<file path="src/rtl/output_drain_pkg.sv">
// output_drain_pkg: shared types, default sizes and the lowest-set-bit helper
package output_drain_pkg;
  typedef enum logic {IDLE, DRAIN} state_e;
  localparam int DEF_BUS_WIDTH = 8;
  localparam int DEF_N_OPS = 5;
  localparam int DEF_IDX_W = $clog2(DEF_N_OPS);
  // Index of the lowest set bit of a mask of up to 64 bits; 0 when empty.
  function automatic int unsigned lowest_set(input logic [63:0] m);
    lowest_set = 0;
    for (int i = 63; i >= 0; i--)
      if (m[i]) lowest_set = unsigned'(i);
  endfunction
endpackage

</file>
<file path="src/rtl/output_drain_priority_pick.sv">
// priority_pick: lowest set bit index of a mask plus an exactly-one-bit flag
module priority_pick
  import output_drain_pkg::*;
#(
  parameter int N  = DEF_N_OPS,
  parameter int IW = $clog2(N)
) (
  input  logic [N-1:0]  mask_i,
  output logic [IW-1:0] idx_o,
  output logic          onehot_o
);
  localparam logic [N-1:0] ONE = {{(N-1){1'b0}}, 1'b1};
  // Clearing the lowest set bit leaves zero only when exactly one bit was set.
  always_comb begin
    idx_o    = IW'(lowest_set(64'(mask_i)));
    onehot_o = (mask_i != '0) && ((mask_i & (mask_i - ONE)) == '0);
  end
endmodule

</file>
<file path="src/rtl/output_drain.sv">
// output_drain: captures masked result words and drains them one per handshake
module output_drain
  import output_drain_pkg::*;
#(
  parameter  int BUS_WIDTH = DEF_BUS_WIDTH,
  parameter  int N_OPS     = DEF_N_OPS,
  localparam int IDX_W     = $clog2(N_OPS)
) (
  input  logic                       clk_i,
  input  logic                       reset_i,
  input  logic                       load_i,
  input  logic [N_OPS-1:0]           load_mask_i,
  input  logic [N_OPS*BUS_WIDTH-1:0] results_i,
  output logic                       busy_o,
  output logic                       out_valid_o,
  input  logic                       out_ready_i,
  output logic [BUS_WIDTH-1:0]       out_data_o,
  output logic [IDX_W-1:0]           out_idx_o,
  output logic                       out_last_o,
  output logic                       done_o
);
  localparam logic [N_OPS-1:0] ONE = {{(N_OPS-1){1'b0}}, 1'b1};
  state_e               state_q, state_d;
  logic [N_OPS-1:0]     pend_q, pend_d;
  logic [BUS_WIDTH-1:0] hold_q [N_OPS];
  logic [BUS_WIDTH-1:0] hold_d [N_OPS];
  logic                 done_q, done_d;
  logic [IDX_W-1:0]     cur_idx;
  logic                 cur_last;
  logic                 drain;
  priority_pick #(.N(N_OPS), .IW(IDX_W)) u_pick (
    .mask_i   (pend_q),
    .idx_o    (cur_idx),
    .onehot_o (cur_last)
  );
  // Outputs come straight from registers so an async reset clears them at once.
  always_comb begin
    drain       = state_q == DRAIN;
    busy_o      = drain;
    out_valid_o = drain;
    out_last_o  = drain && cur_last;
    out_idx_o   = drain ? cur_idx : '0;
    out_data_o  = drain ? hold_q[cur_idx] : '0;
    done_o      = done_q;
  end
  // Next state: capture in IDLE, retire the lowest pending slot per accepted transfer.
  always_comb begin
    state_d = state_q;
    pend_d  = pend_q;
    hold_d  = hold_q;
    done_d  = 1'b0;
    if (state_q == IDLE) begin
      if (load_i && load_mask_i != '0) begin
        state_d = DRAIN;
        pend_d  = load_mask_i;
        for (int i = 0; i < N_OPS; i++)
          if (load_mask_i[i]) hold_d[i] = results_i[i*BUS_WIDTH +: BUS_WIDTH];
      end
    end else if (out_ready_i) begin
      pend_d = pend_q & (pend_q - ONE);
      if (cur_last) begin
        state_d = IDLE;
        done_d  = 1'b1;
      end
    end
  end
  // State, pending mask, holding words and the done pulse register.
  always_ff @(posedge clk_i or posedge reset_i) begin
    if (reset_i) begin
      state_q <= IDLE;
      pend_q  <= '0;
      done_q  <= 1'b0;
      for (int i = 0; i < N_OPS; i++) hold_q[i] <= '0;
    end else begin
      state_q <= state_d;
      pend_q  <= pend_d;
      done_q  <= done_d;
      hold_q  <= hold_d;
    end
  end
endmodule

</file>
<file path="config.mk">
export PLATFORM = sky130hd
export DESIGN_NAME = output_drain
export DESIGN_NICKNAME = d
export VERILOG_FILES = /design/src/rtl/output_drain_pkg.sv /design/src/rtl/output_drain_priority_pick.sv /design/src/rtl/output_drain.sv
export SDC_FILE = /design/constraint.sdc
export NUM_CORES = 1
export LEC_CHECK = 0
export ABC_AREA = 0
export BUFFER_PORTS_ARGS = -buffer_cell sky130_fd_sc_hd__buf_2
export CORE_ASPECT_RATIO = 1.25
export CORE_MARGIN = 4
export CORE_UTILIZATION = 46
export CTS_BUF_LIST = sky130_fd_sc_hd__clkbuf_16
export DETAILED_ROUTE_END_ITERATION = 10
export GPL_TIMING_DRIVEN = 0
export PLACE_DENSITY = 0.82
export SLEW_MARGIN = 20
export SYNTH_ARGS = -nofsm -noshare
export SYNTH_HDL_FRONTEND = slang
export SYNTH_SLANG_ARGS = --single-unit
</file>
<file path="constraint.sdc">
create_clock -name clk_i -period 1.7 [get_ports clk_i]
set_clock_uncertainty 0.2 [all_clocks]
set_input_delay 0.255 -clock clk_i [delete_from_list [all_inputs] [get_ports clk_i]]
set_output_delay 0.255 -clock clk_i [all_outputs]
set_load 0.01 [all_outputs]
</file>
==> results of run 1 <==
==> through the flow <==
step                std cells  utilization  setup WS [ns]
CTS                       336        0.670         -0.520
finish                    346        0.704         -0.646
floorplan                 179            -        -0.0778
detailed placement        303        0.564         -0.317
global placement          302        0.560         -0.454
global route              346        0.704         -0.684
==> final cells by class <==
class	instances	area share
Sequential cell	47	0.353
Tap cell	60	0.0225
Clock buffer	5	0.0376
Timing Repair Buffer	101	0.212
Clock inverter	2	0.00413
Timing Repair inverter	1	0.00188
Multi-Input combinational cell	121	0.342
Buffer	7	0.0214
Inverter	2	0.00451
==> worst register-to-register path, stage by stage, from the launching register on <==
cell	delay, ns
dfrtp_1	0.42
buf_6	0.16
xor2_1	0.25
o21ai_1	0.15
o311ai_2	0.30
buf_4	0.18
nor2b_4	0.12
==> flip-flops by register name (all words and copies together), names as in the netlist <==
register  cells
hold_q       40
pend_q        5
busy_o        1
done_o        1
==> worst max path at each step <==
stage	startpoint	to	slack (ns)	depth (start not counted)
2_1_floorplan	pend_q[3]$_DFFE_PP0P_	out_data_o[1]	-0.08	6
3_3_place_gp	reset_i	hold_q[26]$_DFFE_PP0P_	-0.45	2
3_5_place_dp	pend_q[3]$_DFFE_PP0P_	out_data_o[7]	-0.32	6
4_1_cts	pend_q[1]$_DFFE_PP0P_	out_data_o[6]	-0.52	6
5_1_grt	pend_q[2]$_DFFE_PP0P_	out_last_o	-0.68	6
6_report	pend_q[2]$_DFFE_PP0P_	out_last_o	-0.65	6
==> placed cells by master (no fill, tap or decap), drive strengths merged, types with 2 or more instances in the layout <==
cell	synthesis	layout
dfrtp	47	47
and2	2	2
o22ai	8	8
inv	2	3
o21ai	10	10
mux2	40	40
nor2b	3	3
nor2	4	5
buf	10	93
nor3b	2	2
o22a	7	7
nand2	17	17
clkbuf	0	5
nor3	2	2
a221oi	2	2
dlygate4sd3	0	15
a32o	7	7
clkinv	0	2
nand2b	2	2
a21oi	3	3
==> power by group through the flow <==
stage               clock network (mW)  logic (mW)  registers [mW]
floorplan                            0        1.88            1.90
global placement                     0        2.50            1.95
detailed placement                   0        2.57            1.99
CTS                              0.953        3.32            1.98
global route                     0.983        4.02            2.06
finish                           0.941        3.81            2.01
==> timing repair <==
item | CTS | global route
hold buffers | 15 | 0
cloned | 2 | 1
endpoints found under the setup margin | 12 | 55
resized for setup | 33 | 18
pin swaps | 18 | 13
buffers inserted | 12 | 9
endpoints found under the hold margin | 27 | 0
==> kinds of logic after synthesis <==
family                 count (synthesis)  synth area share
flip-flops                            47             0.525
AO/OA/AOI/OAI                         42             0.142
multiplexers                          40             0.201
AND/OR/NAND/NOR                       37            0.0955
buffers and inverters                 12            0.0329
XOR/XNOR                               1           0.00391
==> metal layers <==
layer | up-vias | global-route usage | routed length, um
li1 | 879 | - | -
met1 | 971 | 0.229 | 2540
met2 | 83 | 0.380 | 3550
met3 | 22 | 0.0270 | 302
met4 | 0 | 0.120 | 283
met5 | - | 0 | 0
==> impl_metrics.csv, run 1 <==
group,metric,value,unit
setup_path,critical_path.max_fanout,7,
cts,cts_buffer_depth,2,
logic_synthesis,synthesis.area_per_instance,12.5,sq um
logic_synthesis,synth_most_common_cell,"dfrtp_1",
run_status,result_of_the_run,"complete, but fails checks",
routing,vias_per_cell,5.65,
logic_synthesis,async_flop_share,1.00,
logic_synthesis,seq_area_frac_synth,0.525,
cts,cts_inserted_buffers,5,
logic_synthesis,edff_count_synth,0,
logic_synthesis,synth_area_leader_cell,"dfrtp_1",
run_status,violations,"hold timing, setup timing",
cts,clock_tree.htree_level_count,2,
logic_synthesis,synth.cell_area,2240,sq um
setup_path,cp.arrival,1.89,ns
cts,worst_setup_hold_path_clk_slew,0.06,ns
floorplanning,num_rows,28,
global_routing,grt_overflow_total,0,
setup_path,reg2reg_depth,6,
routing,drc,0,
setup_path,cp_cell_sequence,"buf_6 > xor2_1 > o21ai_1 > o311ai_2 > and2_1 > buf_2",
global_routing,first_pass_grt_wire_length,9820,um
cts,numClockSinks,47,
sta,max_clock_freq,426,MHz
pwr,fin_total_pwr,6.76,mW
layout,finish.net_count,335,
worst_hold_path,hold_path_depth,2,
placed_design,gp_routability_congestion,0.822,
pwr,part_of_the_power_in_the_clock_network,0.139,
layout,nFillCells,320,
sta,finalWorstSetupSlack,-0.646,ns
global_routing,initial_antenna_violation_count,0,
worst_hold_path,startpoint_of_the_tightest_hold_check_path,"results_i[7]",
sta,final-hold-violation-count,1,
setup_path,worst_ep_required_time,1.24,ns
sta,slew_viol_final,0,
pwr,pwr-share-seq,0.297,
setup_path,reg2reg_to,"done_o$_DFF_PP0_",
setup_path,critical_path.n_buffers_inverters,2,
setup_path,worst_setup_path_end_kind,"output port",
logic_synthesis,synth_flop_cell,"dfrtp_1",
floorplanning,die_x,70.4,um
worst_hold_path,min_to,"hold_q[39]$_DFFE_PP0P_",
pwr,static-leakage-power,1.57,nW
layout,drive_gt1_frac,0.619,
logic_synthesis,synth_cell_types,39,
layout,insertedDiodeCount,0,
sta,final_period_demand_of_the_worst_path,2.35,ns
layout,synthToLayoutAreaGrowth,48.7,%
logic_synthesis,post_synth_inst_count,179,
routing,drt-pass1-iter-count,4,
setup_path,r2r-start,"pend_q[2]$_DFFE_PP0P_",
logic_synthesis,yosys_register_bits,47,
setup_path,worst-r2r-setup-slack,-0.14,ns
floorplanning,placeableCoreArea,4730,sq um
pwr,power.switching_fraction,0.365,
floorplanning,die_height,86.0,um
pwr,power_frac_comb,0.564,
pwr,power_per_cell_area,2030,nW/um^2
routing,wirelength,6680,um
floorplanning,num_io_pins,64,
sta,hold-worst-slack,-0.00331,ns
cts,clock-root-buffer,"clkbuf_16",
layout,multiInputGateArea,1140,sq um
placed_design,place_area,2670,sq um
pwr,switch_pwr,2.47,mW
logic_synthesis,synth_fp_nets,228,
routing,detailedRoute.firstIterationViolations,148,
routing,dr_vias,1955,
global_routing,grt_start_max_net_pins,35,
global_routing,grt_usage,0.208,
routing,detail_route.wl_per_cell,19.3,um
cts,worstSkewPairLatency,0.29,ns
setup_path,cp_slowest_stage_delay,0.42,ns
sta,setup_viol,14,
setup_path,cp-start-kind,"register",
worst_hold_path,min-delay-path-class,"in2reg",
sta,unrepaired_setup_endpoints_after_global_routing,"true",
floorplanning,initial_utilization,0.474,
logic_synthesis,yosys_warning_count,0,
pwr,p_int,4.29,mW
setup_path,critPathTopFamily,"compound AO/OA/AOI/OAI gates",
layout,layout.area.seq,1180,sq um
run,timing.max_cap.violations,0,
logic_synthesis,netlist.area_leader.share,0.525,
layout,stdcell_area,3330,sq um
floorplanning,dieArea,6060,sq um
sta,timing_worst_slew_pin_value,0.362,ns
placed_design,buffer_ports.inserted,63,
global_routing,grt_pass1_vias,2109,
sta,finalSetupTns,-6.37,ns
sta,relSlewSlack,0.759,
logic_synthesis,yosys-top-cells-area,"dfrtp_1 52%, mux2_2 20%, a32o_1 3.1%, o22a_1 2.7%, o22ai_1 2.2%",
routing,drtAntennaViolNets,0,
placed_design,place_hpwl,3950,um
sta,fin_crit_sh,1.38,
setup_path,critical-path-slowest-cell,"dfrtp_1",
pwr,power.ir.vdd_worst,1180,uV
cts,tritoncts_clock_tree,"done",
setup_path,crit_type,"reg2out",
logic_synthesis,netlist_top_cells_count,"47 x dfrtp_1, 40 x mux2_2, 11 x nand2_1, 8 x o22ai_1",
Power figures use the tool's default switching activity.
==> inputs of run 2 (changes only) <==
--- a/config.mk
+++ b/config.mk
@@ -17,4 +17,5 @@
 export SLEW_MARGIN = 20
 export SYNTH_ARGS = -nofsm -noshare
 export SYNTH_HDL_FRONTEND = slang
+export SYNTH_HIERARCHICAL = 1
 export SYNTH_SLANG_ARGS = --single-unit
==> impl_metrics.csv, run 2 <==
group,metric,value,unit
routing,drtAntennaViolNets,0,
setup_path,cp.arrival,2.05,ns
setup_path,worst_ep_required_time,1.24,ns
layout,drive_gt1_frac,0.675,
logic_synthesis,async_flop_share,1.00,
placed_design,buffer_ports.inserted,63,
setup_path,critical_path.max_fanout,4,
logic_synthesis,post_synth_inst_count,153,
placed_design,dp_slack,-0.509,ns
cts,worstSkewPairLatency,0.28,ns
worst_hold_path,startpoint_of_the_tightest_hold_check_path,"results_i[34]",
routing,drt-pass1-iter-count,4,
sta,final-hold-violation-count,0,
logic_synthesis,synth_area_leader_cell,"dfrtp_1",
routing,vias_per_cell,5.26,
floorplanning,dieArea,6000,sq um
setup_path,critPathTopFamily,"simple AND/OR/NAND/NOR gates",
sta,setup_viol,15,
placed_design,gp_routability_congestion,0.799,
cts,numClockSinks,47,
worst_hold_path,hold_path_depth,2,
layout,most-common-layout-cells,"60 x buf_2, 44 x dfrtp_1, 40 x mux2_2",
sta,fin_crit_sh,1.47,
layout,stdcell_area,3160,sq um
setup_path,path_depth,9,
pwr,switch_pwr,2.10,mW
logic_synthesis,synth_fp_nets,202,
pwr,pwr-share-seq,0.321,
setup_path,cp_slowest_stage_delay,0.41,ns
pwr,power.ir.vdd_worst,879,uV
logic_synthesis,yosys-top-cells-area,"dfrtp_1 53%, mux2_2 20%, mux4_2 8.1%, a22o_1 3.2%, nand2_4 2.5%",
setup_path,reg2reg_to,"pend_q[4]$_DFFE_PP0P_",
sta,hold-worst-slack,0.000289,ns
floorplanning,die_x,70.1,um
global_routing,grt_pass1_vias,1831,
routing,dr_vias,1641,
sta,relSlewSlack,0.611,
pwr,power_frac_comb,0.533,
layout,insertedDiodeCount,0,
global_routing,grt_overflow_total,0,
logic_synthesis,synth.cell_area,2220,sq um
floorplanning,initial_utilization,0.472,
sta,timing_worst_slew_pin_value,0.583,ns
layout,nFillCells,356,
layout,number_of_flip_flops_under_the_largest_register_name,40,
run,timing.max_cap.violations,0,
cts,cts_inserted_buffers,5,
cts,clock_tree.htree_level_count,2,
worst_hold_path,min-delay-path-class,"in2reg",
layout,layout_commonest_cell,"buf_2",
setup_path,cpMostUsedCell,"buf_6",
layout,multiInputGateArea,1080,sq um
setup_path,worst-r2r-setup-slack,-0.29,ns
global_routing,grt_start_max_net_pins,26,
logic_synthesis,yosys_warning_count,6,
logic_synthesis,synth_cell_types,31,
setup_path,critical-path-slowest-cell,"dfrtp_2",
layout,synthToLayoutAreaGrowth,42.7,%
logic_synthesis,seq_area_frac_synth,0.530,
setup_path,worst_setup_path_end_kind,"output port",
logic_synthesis,edff_count_synth,0,
global_routing,first_pass_grt_wire_length,8820,um
run_status,result_of_the_run,"complete, but fails checks",
pwr,static-leakage-power,1.49,nW
routing,wirelength,5560,um
logic_synthesis,netlist_top_cells_count,"47 x dfrtp_1, 40 x mux2_2, 8 x a22o_1, 8 x mux4_2, 6 x o21ai_0",
layout,layout.area.seq,1180,sq um
layout,reg.largest.list,"hold_q: 40 flops, pend_q: 5 flops",
floorplanning,num_rows,28,
sta,finalWorstSetupSlack,-0.805,ns
routing,drc,0,
setup_path,crit_type,"reg2out",
setup_path,reg2reg_depth,7,
pwr,p_int,4.20,mW
placed_design,place_area,2650,sq um
pwr,part_of_the_power_in_the_clock_network,0.146,
routing,detail_route.wl_per_cell,17.8,um
setup_path,cp_cell_sequence,"buf_6 > buf_6 > nor2_2 > and3_4 > and2_4 > nor3b_4 > buf_6 > a22o_1 > buf_2",
global_routing,initial_antenna_violation_count,0,
floorplanning,die_height,85.6,um
sta,slew_viol_final,0,
logic_synthesis,synth_flop_cell,"dfrtp_1",
global_routing,grt_usage,0.193,
worst_hold_path,min_to,"hold_q[2]$_DFFE_PP0P_",
logic_synthesis,netlist.area_leader.share,0.530,
pwr,power.switching_fraction,0.333,
logic_synthesis,synth_most_common_cell,"dfrtp_1",
setup_path,r2r-start,"pend_q[1]$_DFFE_PP0P_",
sta,final_period_demand_of_the_worst_path,2.51,ns
cts,clock-root-buffer,"clkbuf_16",
layout,finish.net_count,301,
placed_design,place_hpwl,3710,um
run_status,violations,"setup timing",
setup_path,cp-start-kind,"register",
sta,unrepaired_setup_endpoints_after_global_routing,"true",
routing,detailedRoute.firstIterationViolations,40,
cts,cts_buffer_depth,2,
setup_path,critical_path.n_buffers_inverters,4,
floorplanning,placeableCoreArea,4690,sq um
floorplanning,num_io_pins,64,
logic_synthesis,synthesis.area_per_instance,14.5,sq um
sta,max_clock_freq,399,MHz
cts,worst_setup_hold_path_clk_slew,0.06,ns
pwr,power_per_cell_area,1990,nW/um^2
cts,tritoncts_clock_tree,"done",
logic_synthesis,yosys_register_bits,47,
layout,largest_register_by_flop_count,"hold_q",
[run 2: changes by cell type after synthesis, moves of 6 or more]
cell | before | now
mux4_2 | 0 | 8
o22a_1 | 7 | 0
nand2_1 | 11 | 3
o22ai_1 | 8 | 0
nand2_2 | 6 | 0
a32o_1 | 7 | 0
a22o_1 | 0 | 8
[run 2: worst register-to-register path, cell delays in order (launching register included)]
cell and delay, ns:
dfrtp_2 0.41, buf_6 0.13, buf_6 0.11, buf_6 0.12, buf_6 0.11, buf_6 0.11, or4_4 0.51, a2bb2oi_2 0.17
[run 2: kinds of logic after synthesis]
logic type / Yosys count / share of synthesized area
xor+xnor: 1 / 0.00395
flops: 47 / 0.530
compound gates: 21 / 0.0683
buf+inv: 8 / 0.0209
simple gates: 28 / 0.0920
mux: 48 / 0.284
[run 2: worst max path at each step]
stage,startpoint,to,slack (ns)
floorplan,pend_q[1]$_DFFE_PP0P_,out_data_o[6],-0.31
global placement,reset_i,pend_q[0]$_DFFE_PP0P_,-0.58
detailed placement,pend_q[1]$_DFFE_PP0P_,out_data_o[6],-0.51
CTS,pend_q[0]$_DFFE_PP0P_,out_data_o[6],-0.73
global route,pend_q[1]$_DFFE_PP0P_,out_data_o[4],-0.83
finish,pend_q[1]$_DFFE_PP0P_,out_data_o[4],-0.81
[run 2: area by class of cell]
| type | instances | area share |
|---|---|---|
| multi-input combinational | 98 | 0.342 |
| tap | 60 | 0.0237 |
| clock buffer | 5 | 0.0396 |
| sequential | 47 | 0.373 |
| buffer | 5 | 0.0131 |
| clock inverter | 2 | 0.00356 |
| inverter | 3 | 0.00356 |
| timing repair buffer | 92 | 0.201 |
[run 2: layer usage]
metal  up-vias  track usage  share of wire
li1        764            -              -
met4         0       0.0801          0.016
met1       834        0.196           0.36
met5         -            0              0
met3         9       0.0469          0.033
met2        34        0.371           0.59
[run 2: power by group through the flow]
| stage | Sequential (mW) | Combinational [mW] | Clock, mW |
|---|---|---|---|
| 2_1_floorplan | 1.96 | 1.89 | 0 |
| 3_3_place_gp | 2.03 | 2.47 | 0 |
| 3_5_place_dp | 2.07 | 2.53 | 0 |
| 4_1_cts | 2.02 | 3.17 | 0.938 |
| 5_1_grt | 2.10 | 3.57 | 0.994 |
| 6_report | 2.02 | 3.36 | 0.918 |
[run 2: timing repair]
item | in CTS | in global routing
hold endpoints to repair | 31 | 0
pin swaps | 9 | 7
gates resized for setup | 22 | 13
endpoints found under the setup margin | 13 | 19
setup buffers | 17 | 3
hold buffers | 8 | 0
cloned | 0 | 0
[run 2: per-stage QoR]
step / std cells / setup TNS [ns] / util / power [mW]
3_5_place_dp: 277 / -4.10 / 0.564 / 4.61
5_1_grt: 312 / -9.14 / 0.674 / 6.67
4_1_cts: 309 / -7.69 / 0.658 / 6.12
3_3_place_gp: 276 / -25.22 / 0.558 / 4.50
6_report: 312 / -8.33 / 0.674 / 6.30
2_1_floorplan: 153 / -2.24 / - / 3.85
